File: src/rtl/hazard_stall_unit.sv
// hazard_stall_unit
// Pipeline control block sitting directly upstream of the EX-stage forwarding
// logic. Each cycle it decides whether every pipeline register loads, holds or
// is flushed, and whether the PC advances. It covers three cases:
//   - load-use hazards that forwarding cannot resolve,
//   - instruction-cache and data-cache miss stalls,
//   - taken-branch / jump redirects resolved in EX.
// It also tracks cache completion across overlapping misses, so that no cache
// request is re-issued or lost.
//
// Ports:
//   clk, rst                          clock, asynchronous active-low reset
//   rs1_id_IfId, rs2_id_IfId          source register ids of the ID instruction
//   uses_rs1_IfId, uses_rs2_IfId      ID instruction really reads rs1 / rs2
//   is_store_IfId                     ID instruction is a store
//   rd_id_IdEx                        destination register id of the EX instruction
//   read_mem_IdEx, write_reg_IdEx     EX instruction is a load that writes rd
//   br_taken_Ex                       taken branch / jump in EX (redirect)
//   icache_read, icache_resp          fetch request valid / fetch data valid
//   dcache_req, dcache_resp           MEM data-cache request / completion
//   pc_load .. MemWb_load             pipeline register enables
//   IfId_flush, IdEx_flush            insert a bubble on the next load
//   icache_read_en, dcache_req_en     gated request strobes to the caches
//
// Optional feature, selected by the macro HAZARD_PERF_EN:
//   Adds three saturating counters, each PERF_W bits wide:
//     perf_mem_stall_cnt   cache-miss stall cycles
//     perf_lu_stall_cnt    load-use bubbles
//     perf_flush_cnt       flushes issued
module hazard_stall_unit #(
   parameter int NUM_REGS = 32,
   parameter int PERF_W   = 32,
   localparam int RID_W   = $clog2(NUM_REGS)
) (
   input  logic             clk,
   input  logic             rst,
   input  logic [RID_W-1:0] rs1_id_IfId,
   input  logic [RID_W-1:0] rs2_id_IfId,
   input  logic             uses_rs1_IfId,
   input  logic             uses_rs2_IfId,
   input  logic             is_store_IfId,
   input  logic [RID_W-1:0] rd_id_IdEx,
   input  logic             read_mem_IdEx,
   input  logic             write_reg_IdEx,
   input  logic             br_taken_Ex,
   input  logic             icache_read,
   input  logic             icache_resp,
   input  logic             dcache_req,
   input  logic             dcache_resp,
   output logic             pc_load,
   output logic             IfId_load,
   output logic             IdEx_load,
   output logic             ExMem_load,
   output logic             MemWb_load,
   output logic             IfId_flush,
   output logic             IdEx_flush,
   output logic             icache_read_en,
   output logic             dcache_req_en
`ifdef HAZARD_PERF_EN
   ,
   output logic [PERF_W-1:0] perf_mem_stall_cnt,
   output logic [PERF_W-1:0] perf_lu_stall_cnt,
   output logic [PERF_W-1:0] perf_flush_cnt
`endif
);

   // REDIRECT behaves like MEM_WAIT, except that a flush is owed when the
   // stall is released.
   typedef enum logic [1:0] {
      RUN      = 2'd0,
      MEM_WAIT = 2'd1,
      REDIRECT = 2'd2
   } state_t;

   state_t state, next_state;
   logic   armed;
   logic   i_done, d_done, flush_pend, lu_last;
   logic   i_done_next, d_done_next, flush_pend_next, lu_last_next;
   logic   i_busy, d_busy, mem_stall, lu_hazard, redirect;

   // A cache is busy while its request is outstanding and it has not already
   // answered earlier in an overlapping miss.
   assign i_busy    = icache_read & ~icache_resp & ~i_done;
   assign d_busy    = dcache_req & ~dcache_resp & ~d_done;
   assign mem_stall = i_busy | d_busy;

   // Register 0 is hard-wired, so it never creates a dependency. The rs2 of a
   // store is excluded, because its data is forwarded into the MEM write port.
   assign lu_hazard = read_mem_IdEx & write_reg_IdEx & (rd_id_IdEx != '0) &
                      ((uses_rs1_IfId & (rs1_id_IfId == rd_id_IdEx)) |
                       (uses_rs2_IfId & (rs2_id_IfId == rd_id_IdEx) & ~is_store_IfId));

   // Either a live branch in EX, or a branch that was seen during a stall.
   assign redirect  = br_taken_Ex | flush_pend;

   // A cache that has already answered must not see its request again until
   // the whole stall is released.
   assign icache_read_en = armed & icache_read & ~i_done;
   assign dcache_req_en  = armed & dcache_req & ~d_done;

   // State, overlap flags and the pending flush. Nothing moves until the
   // first clock edge after reset is released.
   always_ff @(posedge clk or negedge rst) begin
      if (!rst) begin
         state      <= RUN;
         armed      <= 1'b0;
         i_done     <= 1'b0;
         d_done     <= 1'b0;
         flush_pend <= 1'b0;
         lu_last    <= 1'b0;
      end else begin
         armed      <= 1'b1;
         state      <= next_state;
         i_done     <= i_done_next;
         d_done     <= d_done_next;
         flush_pend <= flush_pend_next;
         lu_last    <= lu_last_next;
      end
   end

   // Next state and register controls.
   // Priority: memory stall > redirect > load-use > normal.
   // lu_last blocks a second bubble for the same load-use pair. It is held
   // across memory stalls, because EX keeps the bubble during a stall.
   always_comb begin
      next_state      = state;
      i_done_next     = i_done;
      d_done_next     = d_done;
      flush_pend_next = flush_pend;
      lu_last_next    = lu_last;
      pc_load         = 1'b0;
      IfId_load       = 1'b0;
      IdEx_load       = 1'b0;
      ExMem_load      = 1'b0;
      MemWb_load      = 1'b0;
      IfId_flush      = 1'b0;
      IdEx_flush      = 1'b0;
      if (!armed) begin
         next_state = RUN;
      end else if (mem_stall) begin
         if (br_taken_Ex) begin
            flush_pend_next = 1'b1;
         end
         next_state = redirect ? REDIRECT : MEM_WAIT;
         if (icache_read & icache_resp & d_busy) begin
            i_done_next = 1'b1;
         end
         if (dcache_req & dcache_resp & i_busy) begin
            d_done_next = 1'b1;
         end
      end else begin
         next_state      = RUN;
         i_done_next     = 1'b0;
         d_done_next     = 1'b0;
         flush_pend_next = 1'b0;
         pc_load         = 1'b1;
         IfId_load       = 1'b1;
         IdEx_load       = 1'b1;
         ExMem_load      = 1'b1;
         MemWb_load      = 1'b1;
         lu_last_next    = 1'b0;
         if (redirect) begin
            IfId_flush = 1'b1;
            IdEx_flush = 1'b1;
         end else if (lu_hazard & ~lu_last) begin
            pc_load      = 1'b0;
            IfId_load    = 1'b0;
            IdEx_flush   = 1'b1;
            lu_last_next = 1'b1;
         end
      end
   end

`ifdef HAZARD_PERF_EN
   // Saturating event counters. A load-use bubble is the only case where
   // IdEx is flushed without IfId.
   always_ff @(posedge clk or negedge rst) begin
      if (!rst) begin
         perf_mem_stall_cnt <= '0;
         perf_lu_stall_cnt  <= '0;
         perf_flush_cnt     <= '0;
      end else begin
         if (armed && mem_stall && (perf_mem_stall_cnt != '1)) begin
            perf_mem_stall_cnt <= perf_mem_stall_cnt + 1'b1;
         end
         if (IdEx_flush && !IfId_flush && (perf_lu_stall_cnt != '1)) begin
            perf_lu_stall_cnt <= perf_lu_stall_cnt + 1'b1;
         end
         if (IfId_flush && (perf_flush_cnt != '1)) begin
            perf_flush_cnt <= perf_flush_cnt + 1'b1;
         end
      end
   end
`endif

endmodule
File: config.mk
export PLATFORM = sky130hd
export DESIGN_NAME = hazard_stall_unit
export DESIGN_NICKNAME = d
export VERILOG_FILES = /design/src/rtl/hazard_stall_unit.sv
export SDC_FILE = /design/constraint.sdc
export NUM_CORES = 1
export LEC_CHECK = 0
export BUFFER_PORTS_ARGS = -buffer_cell sky130_fd_sc_hd__buf_2
export CORE_MARGIN = 2
export CORE_UTILIZATION = 32
export CTS_CLUSTER_DIAMETER = 100
export DETAILED_ROUTE_END_ITERATION = 8
export PLACE_DENSITY = 0.72
export SYNTH_ARGS = -nofsm -noshare
export SYNTH_HDL_FRONTEND = slang
export SYNTH_SLANG_ARGS = --single-unit
File: constraint.sdc
create_clock -name clk -period 1.4 [get_ports clk]
set_input_delay 0.14 -clock clk [delete_from_list [all_inputs] [get_ports clk]]
set_output_delay 0.14 -clock clk [all_outputs]
set_load 0.005 [all_outputs]
==> results.py <==
metrics = {
    "logic_synthesis": {
        "synth_cell_types": 22,
        "synthArstFlopShare_pct": 100.0,
        "yosysWarnings": 0,
        "syn_nets": 76,
        "synth_flop_cell": "dfrtp_1",
        "avgSynthCellArea_sq_um": 8.554,
        "synthesis.area_sq_um": 419.2,
        "syn_inst": 49,
        "seq_area_frac_synth_pct": 29.85,
        "synth-edff-count": 0,
        "ys_ff_latch": 5,
    },
    "drt": {
        "via_count": 503,
        "routed_via_density": 4.701,
        "drtIter0Drc": 7,
        "dr.pass1.iters": 3,
        "detail-route-antenna-nets": 0,
        "wl_per_cell_microns": 10.07,
        "wl_microns": 1077,
        "drc": 0,
    },
    "global_routing": {
        "use_met3_pct": 5.000,
        "grt_pass1_wl_microns": 1518,
        "grt_usage_pct": 13.82,
        "grtUsageMet2_pct": 25.81,
        "antenna_found_initial": 0,
        "grt.busiest_layer": "met2",
        "grt_pass1_vias": 416,
        "use_met1_pct": 14.86,
        "grt_max_degree": 8,
        "grt_overflow_total": 0,
    },
    "timing": {
        "final.setup.tns_ps": -776.8,
        "fin_ws_ps": -180.1,
        "finalHoldViolations": 0,
        "drv_slew": 0,
        "holdWs_ps": 165.9,
        "rsz0062_at_grt": "yes",
        "clock_skew_ps": 2.701,
        "fmax_mhz": 632.9,
        "fin_crit_sh_pct": 112.9,
        "period_needed_ps": 1580,
        "final-setup-viol-count": 7,
    },
    "die": {
        "die_h_microns": 40.19,
        "initial_core_util_pct": 33.04,
        "rows": 13,
        "dieArea_sq_mm": 0.001615,
        "pin_count": 36,
        "core_area_sq_mm": 0.001269,
        "die_w_microns": 40.19,
    },
    "placement": {
        "place_area_sq_um": 618.1,
        "dp_hpwl_microns": 865.4,
        "portBuffers": 35,
        "place_congestion": 0.7609,
        "dp_slack_ps": -75.67,
    },
    "clocking": {
        "cts_max_path_buffers": 2,
        "numClockSinks": 5,
        "path_clk_slew_ps": 40,
        "cts_tree": "built",
        "cts-root-buf": "clkbuf_4",
        "cts_buffers": 3,
        "htree_num_levels": 1,
        "clk_latency_ps": 230,
    },
    "worst_setup_path": {
        "cp-start-kind": "flop",
        "required_ps": 1260,
        "critPathCaptureType": "output pin",
        "cp_max_fo": 5,
        "crit_type": "flop to output pin",
        "cp_data_arrival_time_ps": 1440,
    },
    "power": {
        "power_density_mw_per_mm2": 699.2,
        "p_leak_nw": 0.3670,
        "vdd_drop_max_mv": 0.5502,
    },
    "finish": {
        "multi_input_area_sq_um": 275.3,
        "antennaDiodeCount": 0,
        "syn_to_final_growth_pct": 65.67,
        "fill_cells": 133,
        "mostFrequentLayoutCells": "35 x buf_2, 9 x xor2_1, 7 x buf_4",
        "postLayoutCellArea_sq_um": 694.4,
        "drive_above_1_share_pct": 56.52,
        "final_common_cell": "buf_2",
        "nets": 120,
        "seq_area_sq_um": 125.1,
    },
    "status": {
        "outcome": "finished with violations",
        "violations": "negative setup slack",
    },
    "worst_hold_path": {
        "hold_class": "input pin to flop",
    },
    "run": {
        "cap_violations": 0,
    },
}
## through the flow
step,std cells,power (mW),util (%)
finish,107,0.4856,54.73
CTS,106,0.4907,54.14
global route,107,0.5254,54.73
global placement,98,0.3084,48.72
floorplan,49,0.2399,-
detailed placement,98,0.3105,48.72
## kinds of logic (layout without fill, tap and decap cells)
logic type	after synthesis	count (layout)	synth area share (%)
other cells	1	1	0.8947
xor+xnor	10	10	20.90
simple gates	16	16	21.49
buf+inv	7	50	9.252
compound gates	10	10	17.61
flops	5	5	29.85
## routing by layer
metal / vias to the layer above / wire length [microns] / part of all wire [%]
li1: 253 / - / -
met1: 234 / 441 / 41
met2: 16 / 562 / 52
met3: 0 / 72 / 6.7
met4: 0 / 0 / 0
met5: - / 0 / 0
## state kept, by name (all words and copies together) (netlist names)
| signal | cells |
|---|---|
| d_done | 1 |
| flush_pend | 1 |
| lu_last | 1 |
| armed | 1 |
| i_done | 1 |
## power by group
part / switching, mW / internal (mW) / leakage, nW
sequential: 0.00584 / 0.155 / 0.0646
combinational: 0.0739 / 0.0919 / 0.287
clock: 0.0514 / 0.107 / 0.0150
total: 0.131 / 0.354 / 0.367
## critical path, cell delays in order, from the launching register on
cell,delay [ps]
dfrtp_1,380
or3b_4,400
nand3_4,120
or2_4,130
o22ai_1,60
buf_2,130
## synthesized netlist by cell type (2+ instances only)
cell / n / area [sq um]
buf_4: 3 / 22.52
a21oi_1: 3 / 15.01
nor4_1: 2 / 12.51
a31oi_1: 2 / 12.51
xor2_1: 9 / 78.83
inv_1: 3 / 11.26
nor2_1: 5 / 18.77
nand2_1: 3 / 11.26
or3b_2: 2 / 17.52
dfrtp_1: 5 / 125.1
## area by class of cell
cell class	instances	share of cell area (%)
tap	15	2.703
clock buffer	4	3.784
multi-input combinational	37	39.64
inverter	3	1.622
sequential	5	18.02
timing repair buffer	43	34.23
## worst paths after layout
path,startpoint,end,slack (ps),depth (start not counted)
max in group asynchronous,rst,flush_pend$_DFFE_PN0P_,1020,2
min in group asynchronous,rst,i_done$_DFFE_PN0P_,250,2
setup reg to reg,d_done$_DFFE_PN0P_,lu_last$_DFFE_PN0P_,120,5
setup / recovery,d_done$_DFFE_PN0P_,IdEx_flush,-180,5
hold / removal,br_taken_Ex,flush_pend$_DFFE_PN0P_,170,3
hold reg to reg,lu_last$_DFFE_PN0P_,lu_last$_DFFE_PN0P_,480,2
## what timing repair did
item                                    4_1_cts  5_1_grt
gates cloned                                  0        0
hold buffers                                  1        0
pin swaps                                     5        1
endpoints found under the setup margin        7        7
gates resized for setup                       2        0
endpoints found under the hold margin         5        0
setup buffers                                 3        1
(Power assumes the default switching activity.)
